$ cat src/rtl/ldiv_pkg.sv
// rtl/ldiv_pkg.sv - sizing helpers shared by the ldiv_pipe divider
package ldiv_pkg;

   function automatic int ldiv_stages(input int numerator_width, input int bits_per_stage);
      return numerator_width / bits_per_stage;
   endfunction

   // input register + iteration stages + output register
   function automatic int ldiv_latency(input int numerator_width, input int bits_per_stage);
      return ldiv_stages(numerator_width, bits_per_stage) + 2;
   endfunction

   // valid, tag, num_neg/quo_neg/dbz/ovf, rem (D+1), quotient/numerator (N), |d| (D)
   function automatic int ldiv_state_width(input int numerator_width, input int denominator_width,
                                           input int tag_width);
      return 1 + tag_width + 4 + (denominator_width + 1) + numerator_width + denominator_width;
   endfunction

endpackage

$ cat src/rtl/ldiv_pipe_if.sv
// rtl/ldiv_pipe_if.sv - operand/result handshake bundle for ldiv_pipe
interface ldiv_pipe_if #(
   parameter int NUMERATOR_WIDTH   = 16,
   parameter int DENOMINATOR_WIDTH = 16,
   parameter int TAG_WIDTH         = 8
);
   logic [NUMERATOR_WIDTH-1:0]   numerator_in;
   logic [DENOMINATOR_WIDTH-1:0] denominator_in;
   logic [TAG_WIDTH-1:0]         tag_in;
   logic                         valid_in;
   logic                         ready_in;
   logic [NUMERATOR_WIDTH-1:0]   quotient_out;
   logic [DENOMINATOR_WIDTH-1:0] remainder_out;
   logic [TAG_WIDTH-1:0]         tag_out;
   logic                         div_by_zero_out;
   logic                         overflow_out;
   logic                         valid_out;
   logic                         ready_out;

   modport master (
      output numerator_in, denominator_in, tag_in, valid_in, ready_out,
      input  ready_in, quotient_out, remainder_out, tag_out, div_by_zero_out, overflow_out, valid_out
   );

   modport slave (
      input  numerator_in, denominator_in, tag_in, valid_in, ready_out,
      output ready_in, quotient_out, remainder_out, tag_out, div_by_zero_out, overflow_out, valid_out
   );
endinterface

$ cat src/rtl/ldiv_pipe_stage.sv
// rtl/ldiv_pipe_stage.sv - one register stage of BITS_PER_STAGE restoring division steps
module ldiv_pipe_stage
   import ldiv_pkg::*;
#(
   parameter int NUMERATOR_WIDTH   = 16,
   parameter int DENOMINATOR_WIDTH = 16,
   parameter int TAG_WIDTH         = 8,
   parameter int BITS_PER_STAGE    = 1
) (
   input  logic clk,
   input  logic reset,
   input  logic en_i,
   input  logic [ldiv_state_width(NUMERATOR_WIDTH, DENOMINATOR_WIDTH, TAG_WIDTH)-1:0] state_i,
   output logic [ldiv_state_width(NUMERATOR_WIDTH, DENOMINATOR_WIDTH, TAG_WIDTH)-1:0] state_o
);
   typedef struct packed {
      logic                         valid;
      logic [TAG_WIDTH-1:0]         tag;
      logic                         num_neg;
      logic                         quo_neg;
      logic                         dbz;
      logic                         ovf;
      logic [DENOMINATOR_WIDTH:0]   rem;
      logic [NUMERATOR_WIDTH-1:0]   qn;
      logic [DENOMINATOR_WIDTH-1:0] dabs;
   } state_t;

   state_t state_d, state_q;

   // qn shifts numerator bits out of the top while quotient bits enter at the bottom
   always_comb begin
      state_d = state_i;
      for (int b = 0; b < BITS_PER_STAGE; b++) begin
         state_d.rem = {state_d.rem[DENOMINATOR_WIDTH-1:0], state_d.qn[NUMERATOR_WIDTH-1]};
         state_d.qn  = {state_d.qn[NUMERATOR_WIDTH-2:0], 1'b0};
         if (state_d.rem >= {1'b0, state_d.dabs}) begin
            state_d.rem   = state_d.rem - {1'b0, state_d.dabs};
            state_d.qn[0] = 1'b1;
         end
      end
   end

   always_ff @(posedge clk or posedge reset) begin
      if (reset) begin
         state_q <= '0;
      end else if (en_i) begin
         state_q <= state_d;
      end
   end

   assign state_o = state_q;
endmodule

$ cat src/rtl/ldiv_pipe.sv
// rtl/ldiv_pipe.sv - fully pipelined signed divider, one result per clock under a global stall
module ldiv_pipe
   import ldiv_pkg::*;
#(
   parameter int NUMERATOR_WIDTH   = 16,
   parameter int DENOMINATOR_WIDTH = 16,
   parameter int BITS_PER_STAGE    = 1,
   parameter int TAG_WIDTH         = 8
) (
   input logic        clk,
   input logic        reset,
   ldiv_pipe_if.slave bus
);
   localparam int NW      = NUMERATOR_WIDTH;
   localparam int DW      = DENOMINATOR_WIDTH;
   localparam int STAGES  = ldiv_stages(NW, BITS_PER_STAGE);
   localparam int STATE_W = ldiv_state_width(NW, DW, TAG_WIDTH);
   localparam logic [NW-1:0] NUM_MIN = {1'b1, {(NW-1){1'b0}}};

   if (NUMERATOR_WIDTH % BITS_PER_STAGE != 0) begin : g_bad_bits_per_stage
      $error("ldiv_pipe: BITS_PER_STAGE must divide NUMERATOR_WIDTH");
   end

   typedef struct packed {
      logic                 valid;
      logic [TAG_WIDTH-1:0] tag;
      logic                 num_neg;
      logic                 quo_neg;
      logic                 dbz;
      logic                 ovf;
      logic [DW:0]          rem;
      logic [NW-1:0]        qn;
      logic [DW-1:0]        dabs;
   } state_t;

   logic               advance;
   state_t             in_d, in_q, last;
   logic [STATE_W-1:0] pipe [STAGES+1];

   logic [NW-1:0]        quotient_d, quotient_q;
   logic [DW-1:0]        remainder_d, remainder_q;
   logic [TAG_WIDTH-1:0] tag_q;
   logic                 valid_q, dbz_q, ovf_q;
   logic                 unused_rem_msb;

   assign advance      = !valid_q || bus.ready_out;
   assign bus.ready_in = advance;

   // On divide-by-zero |d| is meaningless, so dabs carries the sign-adjusted numerator
   // through to become the remainder.
   always_comb begin
      in_d         = '0;
      in_d.valid   = bus.valid_in;
      in_d.tag     = bus.tag_in;
      in_d.num_neg = bus.numerator_in[NW-1];
      in_d.quo_neg = bus.numerator_in[NW-1] ^ bus.denominator_in[DW-1];
      in_d.dbz     = (bus.denominator_in == '0);
      in_d.ovf     = (bus.numerator_in == NUM_MIN) && (bus.denominator_in == '1);
      in_d.qn      = bus.numerator_in[NW-1] ? -bus.numerator_in : bus.numerator_in;
      if (in_d.dbz) begin
         in_d.dabs = DW'($signed(bus.numerator_in));
      end else begin
         in_d.dabs = bus.denominator_in[DW-1] ? -bus.denominator_in : bus.denominator_in;
      end
   end

   always_ff @(posedge clk or posedge reset) begin
      if (reset) begin
         in_q <= '0;
      end else if (advance) begin
         in_q <= in_d;
      end
   end

   assign pipe[0] = in_q;

   for (genvar k = 0; k < STAGES; k++) begin : g_stage
      ldiv_pipe_stage #(
         .NUMERATOR_WIDTH  (NW),
         .DENOMINATOR_WIDTH(DW),
         .TAG_WIDTH        (TAG_WIDTH),
         .BITS_PER_STAGE   (BITS_PER_STAGE)
      ) u_stage (
         .clk    (clk),
         .reset  (reset),
         .en_i   (advance),
         .state_i(pipe[k]),
         .state_o(pipe[k+1])
      );
   end

   assign last           = pipe[STAGES];
   assign unused_rem_msb = last.rem[DW];

   always_comb begin
      quotient_d  = last.quo_neg ? -last.qn : last.qn;
      remainder_d = last.num_neg ? -last.rem[DW-1:0] : last.rem[DW-1:0];
      if (last.dbz) begin
         quotient_d  = '1;
         remainder_d = last.dabs;
      end
   end

   always_ff @(posedge clk or posedge reset) begin
      if (reset) begin
         valid_q     <= 1'b0;
         tag_q       <= '0;
         dbz_q       <= 1'b0;
         ovf_q       <= 1'b0;
         quotient_q  <= '0;
         remainder_q <= '0;
      end else if (advance) begin
         valid_q     <= last.valid;
         tag_q       <= last.tag;
         dbz_q       <= last.valid && last.dbz;
         ovf_q       <= last.valid && last.ovf;
         quotient_q  <= quotient_d;
         remainder_q <= remainder_d;
      end
   end

   assign bus.valid_out       = valid_q;
   assign bus.tag_out         = tag_q;
   assign bus.div_by_zero_out = dbz_q;
   assign bus.overflow_out    = ovf_q;
   assign bus.quotient_out    = quotient_q;
   assign bus.remainder_out   = remainder_q;
endmodule
$ cat src/flat_wrapper.sv
// flat-port wrapper written by rule: the top's interface ports become plain ports
module ldiv_pipe_flat import ldiv_pkg::*;
#(
   parameter int NUMERATOR_WIDTH   = 16,
   parameter int DENOMINATOR_WIDTH = 16,
   parameter int BITS_PER_STAGE    = 1,
   parameter int TAG_WIDTH         = 8
)
  (clk, reset, bus_numerator_in, bus_denominator_in, bus_tag_in, bus_valid_in, bus_ready_out, bus_ready_in, bus_quotient_out, bus_remainder_out, bus_tag_out, bus_div_by_zero_out, bus_overflow_out, bus_valid_out);
  ldiv_pipe_if #(.NUMERATOR_WIDTH(NUMERATOR_WIDTH), .DENOMINATOR_WIDTH(DENOMINATOR_WIDTH), .TAG_WIDTH(TAG_WIDTH)) bus_i ();
  input logic clk;
  input logic reset;
  input wire logic [$bits(bus_i.numerator_in)-1:0] bus_numerator_in;
  input wire logic [$bits(bus_i.denominator_in)-1:0] bus_denominator_in;
  input wire logic [$bits(bus_i.tag_in)-1:0] bus_tag_in;
  input wire logic [$bits(bus_i.valid_in)-1:0] bus_valid_in;
  input wire logic [$bits(bus_i.ready_out)-1:0] bus_ready_out;
  output wire logic [$bits(bus_i.ready_in)-1:0] bus_ready_in;
  output wire logic [$bits(bus_i.quotient_out)-1:0] bus_quotient_out;
  output wire logic [$bits(bus_i.remainder_out)-1:0] bus_remainder_out;
  output wire logic [$bits(bus_i.tag_out)-1:0] bus_tag_out;
  output wire logic [$bits(bus_i.div_by_zero_out)-1:0] bus_div_by_zero_out;
  output wire logic [$bits(bus_i.overflow_out)-1:0] bus_overflow_out;
  output wire logic [$bits(bus_i.valid_out)-1:0] bus_valid_out;
  assign bus_i.numerator_in = bus_numerator_in;
  assign bus_i.denominator_in = bus_denominator_in;
  assign bus_i.tag_in = bus_tag_in;
  assign bus_i.valid_in = bus_valid_in;
  assign bus_i.ready_out = bus_ready_out;
  assign bus_ready_in = bus_i.ready_in;
  assign bus_quotient_out = bus_i.quotient_out;
  assign bus_remainder_out = bus_i.remainder_out;
  assign bus_tag_out = bus_i.tag_out;
  assign bus_div_by_zero_out = bus_i.div_by_zero_out;
  assign bus_overflow_out = bus_i.overflow_out;
  assign bus_valid_out = bus_i.valid_out;
  ldiv_pipe #(.NUMERATOR_WIDTH(NUMERATOR_WIDTH), .DENOMINATOR_WIDTH(DENOMINATOR_WIDTH), .BITS_PER_STAGE(BITS_PER_STAGE), .TAG_WIDTH(TAG_WIDTH)) u_core (.clk(clk), .reset(reset), .bus(bus_i));
endmodule
$ cat config.mk
export PLATFORM = sky130hd
export DESIGN_NAME = ldiv_pipe_flat
export DESIGN_NICKNAME = d
export VERILOG_FILES = /design/src/rtl/ldiv_pkg.sv /design/src/rtl/ldiv_pipe_if.sv /design/src/rtl/ldiv_pipe_stage.sv /design/src/rtl/ldiv_pipe.sv /design/src/flat_wrapper.sv
export SDC_FILE = /design/constraint.sdc
export NUM_CORES = 2
export LEC_CHECK = 0
export BUFFER_PORTS_ARGS = -buffer_cell sky130_fd_sc_hd__buf_2
export CAP_MARGIN = 10
export CORE_MARGIN = 10
export CORE_UTILIZATION = 55
export CTS_BUF_LIST = sky130_fd_sc_hd__clkbuf_2 sky130_fd_sc_hd__clkbuf_4 sky130_fd_sc_hd__clkbuf_8
export CTS_CLUSTER_DIAMETER = 200
export DETAILED_ROUTE_END_ITERATION = 10
export GPL_TIMING_DRIVEN = 0
export PLACE_DENSITY = 0.8
export RECOVER_POWER = 100
export SYNTH_ARGS = -nofsm -noshare
export SYNTH_HDL_FRONTEND = slang
export SYNTH_SLANG_ARGS = --single-unit
$ cat constraint.sdc
create_clock -name clk -period 42.1 [get_ports clk]
set_clock_uncertainty 0.15 [all_clocks]
set_input_delay 8.42 -clock clk [delete_from_list [all_inputs] [get_ports clk]]
set_output_delay 8.42 -clock clk [all_outputs]
set_load 0.005 [all_outputs]
==> flow_summary.json <==
{
  "post-route-period-util_pct": 63.5,
  "timing.rr.end": "u_core.g_stage[12].u_stage.state_o[3]",
  "area_delta_synth_final_pct": 10.5,
  "period_needed_ns": 26.72,
  "synth_area_sq_um": 54000,
  "violations": "max-capacitance violations, max-slew violations",
  "grt_pass1_wl_microns": 242000,
  "yosys_warnings": 0,
  "die_h_microns": 333,
  "die_x_microns": 333,
  "vdd_drop_max_mv": 0.0473,
  "cts_buffers": 173,
  "min-delay-start": "u_core.g_stage[10].u_stage.state_o[19]",
  "syn_avg_cell_area_sq_um": 8.67,
  "cp_cell_sequence": "buf_2 -> clkinvlp_2 -> clkbuf_1 -> clkbuf_1 -> clkbuf_1 -> clkbuf_1",
  "timing.fmax_mhz": 37.4,
  "yosys_most_used_dff": "dfrtp_1",
  "routed_wl_microns": 153000,
  "tightest_slew_ns": 6.48,
  "synth_cell_types": 85,
  "track_usage_pct": 27.2,
  "rsz0062_at_grt": "false",
  "path_common_cell": "clkbuf_1",
  "hold_depth": 2,
  "holdCritPathClass": "register to register",
  "status": "finished, violations left",
  "wl_per_cell_microns": 19.4,
  "drtPass1Iterations": 8,
  "start_util_pct": 55.7,
  "synthTopCellsByArea": "dfrtp_1 (49%), nand2_1 (14%), ha_1 (5.7%)",
  "seq_area_frac_synth_pct": 49.3,
  "vias": 45032,
  "io_pins": 88,
  "ctsResizeCount": 0,
  "grt-ovfl-total": 0,
  "rows": 114,
  "worst_setup_path_end_kind": "asynchronous set/reset pin",
  "core_area_sq_um": 97000,
  "syn_nets": 6534,
  "grt_pass1_vias": 44372,
  "die-area_sq_um": 111000,
  "fillCellCount": 8296,
  "power_density_nw_per_um2": 98.0,
  "synth.largest_area_cell": "dfrtp_1",
  "synth_top_area_share_pct": 49.3,
  "fin_util_pct": 61.5,
  "htreeDepth": 4,
  "met1_length_microns": 65500,
  "numClockSinks": 1064,
  "r2r_setup_slack_ns": 36.68,
  "hold_buffers": 0,
  "clkLatencyLatePin_ns": 0.89,
  "cpPeakStageDelay_ns": 4.55,
  "post_cts_buffers": 0,
  "grt_max_degree": 130,
  "dpl_worst_slack_ns": 21.92,
  "cts_max_path_buffers": 3,
  "reg2regPathDepth": 7,
  "synth_seq_cells": 1064,
  "synth-edff-count": 0,
  "final_nets": 6810,
  "routed.top_layer": "met5",
  "place.gp.congestion": 0.960,
  "cts_tree": "done",
  "synth_commonest_cells": "nand2_1 (1,979), dfrtp_1 (1,064), o21ai_0 (514)",
  "p_leak_nw": 29.3,
  "wl_met3_microns": 10600,
  "worst_ep_required_time_ns": 41.71,
  "critical_path.slowest_cell": "clkbuf_1",
  "portBuffers": 85,
  "crit-reg2reg-launch": "u_core.bus.valid_out",
  "routed_via_density": 5.70,
  "synth_most_common_cell": "nand2_1",
  "path_max_fanout": 126,
  "grt_antenna_before_repair": 6,
  "worstPathArrival_ns": 26.33,
  "drive_gt1_share_pct": 6.61,
  "cp.buffers_inverters": 6,
  "worst_slack_ns": 15.38,
  "final_antenna_net_count": 0,
  "root_buffer": "clkbuf_8",
  "critical_path_class": "input port to asynchronous set/reset pin",
  "post-dp-hpwl_microns": 115000,
  "critPathLaunchType": "input port",
  "wl_met2_microns": 69800,
  "drc": 0,
  "netlist_instances": 6228,
  "drtIter0Drc": 3801,
  "ys_async_sr_fraction_pct": 100,
  "slew_violations": 1094,
  "setup_tns_ns": 0,
  "crit_path_start": "reset",
  "min_to": "u_core.g_stage[11].u_stage.state_o[20]",
  "cpLargestDelayFamily": "buffers and inverters",
  "cap_violations": 11,
  "relSlewSlack_pct": -332,
  "clkSlewWorstSetupHoldPaths_ns": 0.06,
  "setup_viol_count_final": 0,
  "hold_viol": 0
}
==> state kept, by name, summed over array words and instances (netlist names) <==
signal	count
u_core.bus.tag_out	8
u_core.bus.quotient_out	16
u_core.in_q	45
u_core.bus.valid_out	1
u_core.g_stage.u_stage.state_o	976
u_core.bus.remainder_out	16
u_core.bus.overflow_out	1
u_core.bus.div_by_zero_out	1
==> how the worst max path moves through the flow <==
stage	end	slack [ns]	cells after the start
after floorplan	u_core.bus.div_by_zero_out	3.58	1
after global placement	u_core.g_stage[5].u_stage.state_o[61]	-6.80	2
after detailed placement	bus_ready_in	21.92	8
after CTS	bus_ready_in	21.91	8
after global routing	u_core.g_stage[1].u_stage.state_o[50]	11.43	6
final	u_core.g_stage[1].u_stage.state_o[60]	15.38	6
==> area by class of cell <==
class / instances / area, sq um / share of cell area [%]
sequential: 1064 / 26600 / 44.6
clock inverter: 39 / 390 / 0.654
buffer: 284 / 1180 / 1.98
antenna: 4 / 10.0 / 0.0168
inverter: 306 / 1150 / 1.93
tap: 1276 / 1600 / 2.67
multi-input combinational: 4574 / 25000 / 42.0
timing repair buffer: 101 / 443 / 0.742
clock buffer: 258 / 3250 / 5.45
==> worst register-to-register path: stages, from the launching register on <==
cell and delay [ns]:
dfrtp_1 0.34, nor2b_1 0.60, clkbuf_1 0.68, clkbuf_1 0.80
clkbuf_1 1.04, clkbuf_1 0.50, clkbuf_1 0.89, o21ai_0 0.23
==> stage by stage <==
stage	instances	hold slack, ns	power, mW	cell area [sq um]
global route	7904	0.334	6.28	59700
floorplan	6228	0.288	4.00	54000
CTS	7902	0.296	5.82	60000
finish	7906	0.296	5.85	59700
detailed placement	7605	0.301	4.85	56400
global placement	7589	0.298	4.76	56000
==> where the power goes <==
part | total (mW) | switching (mW) | internal [mW]
combinational | 3.08 | 1.86 | 1.22
clock | 0.950 | 0.429 | 0.521
sequential | 1.82 | 0.330 | 1.49
==> cells by family after synthesis <==
logic type / share of synthesized area (%)
AND/OR/NAND/NOR: 20.4
multiplexers: 2.42
adder cells (fa/ha/maj): 6.28
AO/OA/AOI/OAI: 14.0
XOR/XNOR: 3.28
flip-flops: 49.3
buffers and inverters: 4.32
==> routing by layer <==
metal / vias up / GRT usage, %
met5: - / 0
met4: 2 / 13.3
met3: 322 / 5.11
met2: 1607 / 43.1
met1: 21872 / 35.7
li1: 21229 / -
==> layout by cell type (no fill, tap or decap), types with 39 or more instances in the layout <==
cell type,synthesis,final
buf_2,17,59
xor2_1,87,87
nor2_1,376,376
a21o_1,102,102
inv_1,305,305
ha_1,247,247
xnor2_1,115,115
nand3_1,58,58
nor2b_1,52,52
clkbuf_8,0,210
a21oi_1,336,338
o21ai_0,514,523
clkbuf_4,0,48
nand2_1,1979,1979
clkbuf_1,242,308
nor3_1,74,74
mux2i_1,127,127
nand2b_1,39,39
dfrtp_1,1064,1064
(Power assumes the default switching activity.)
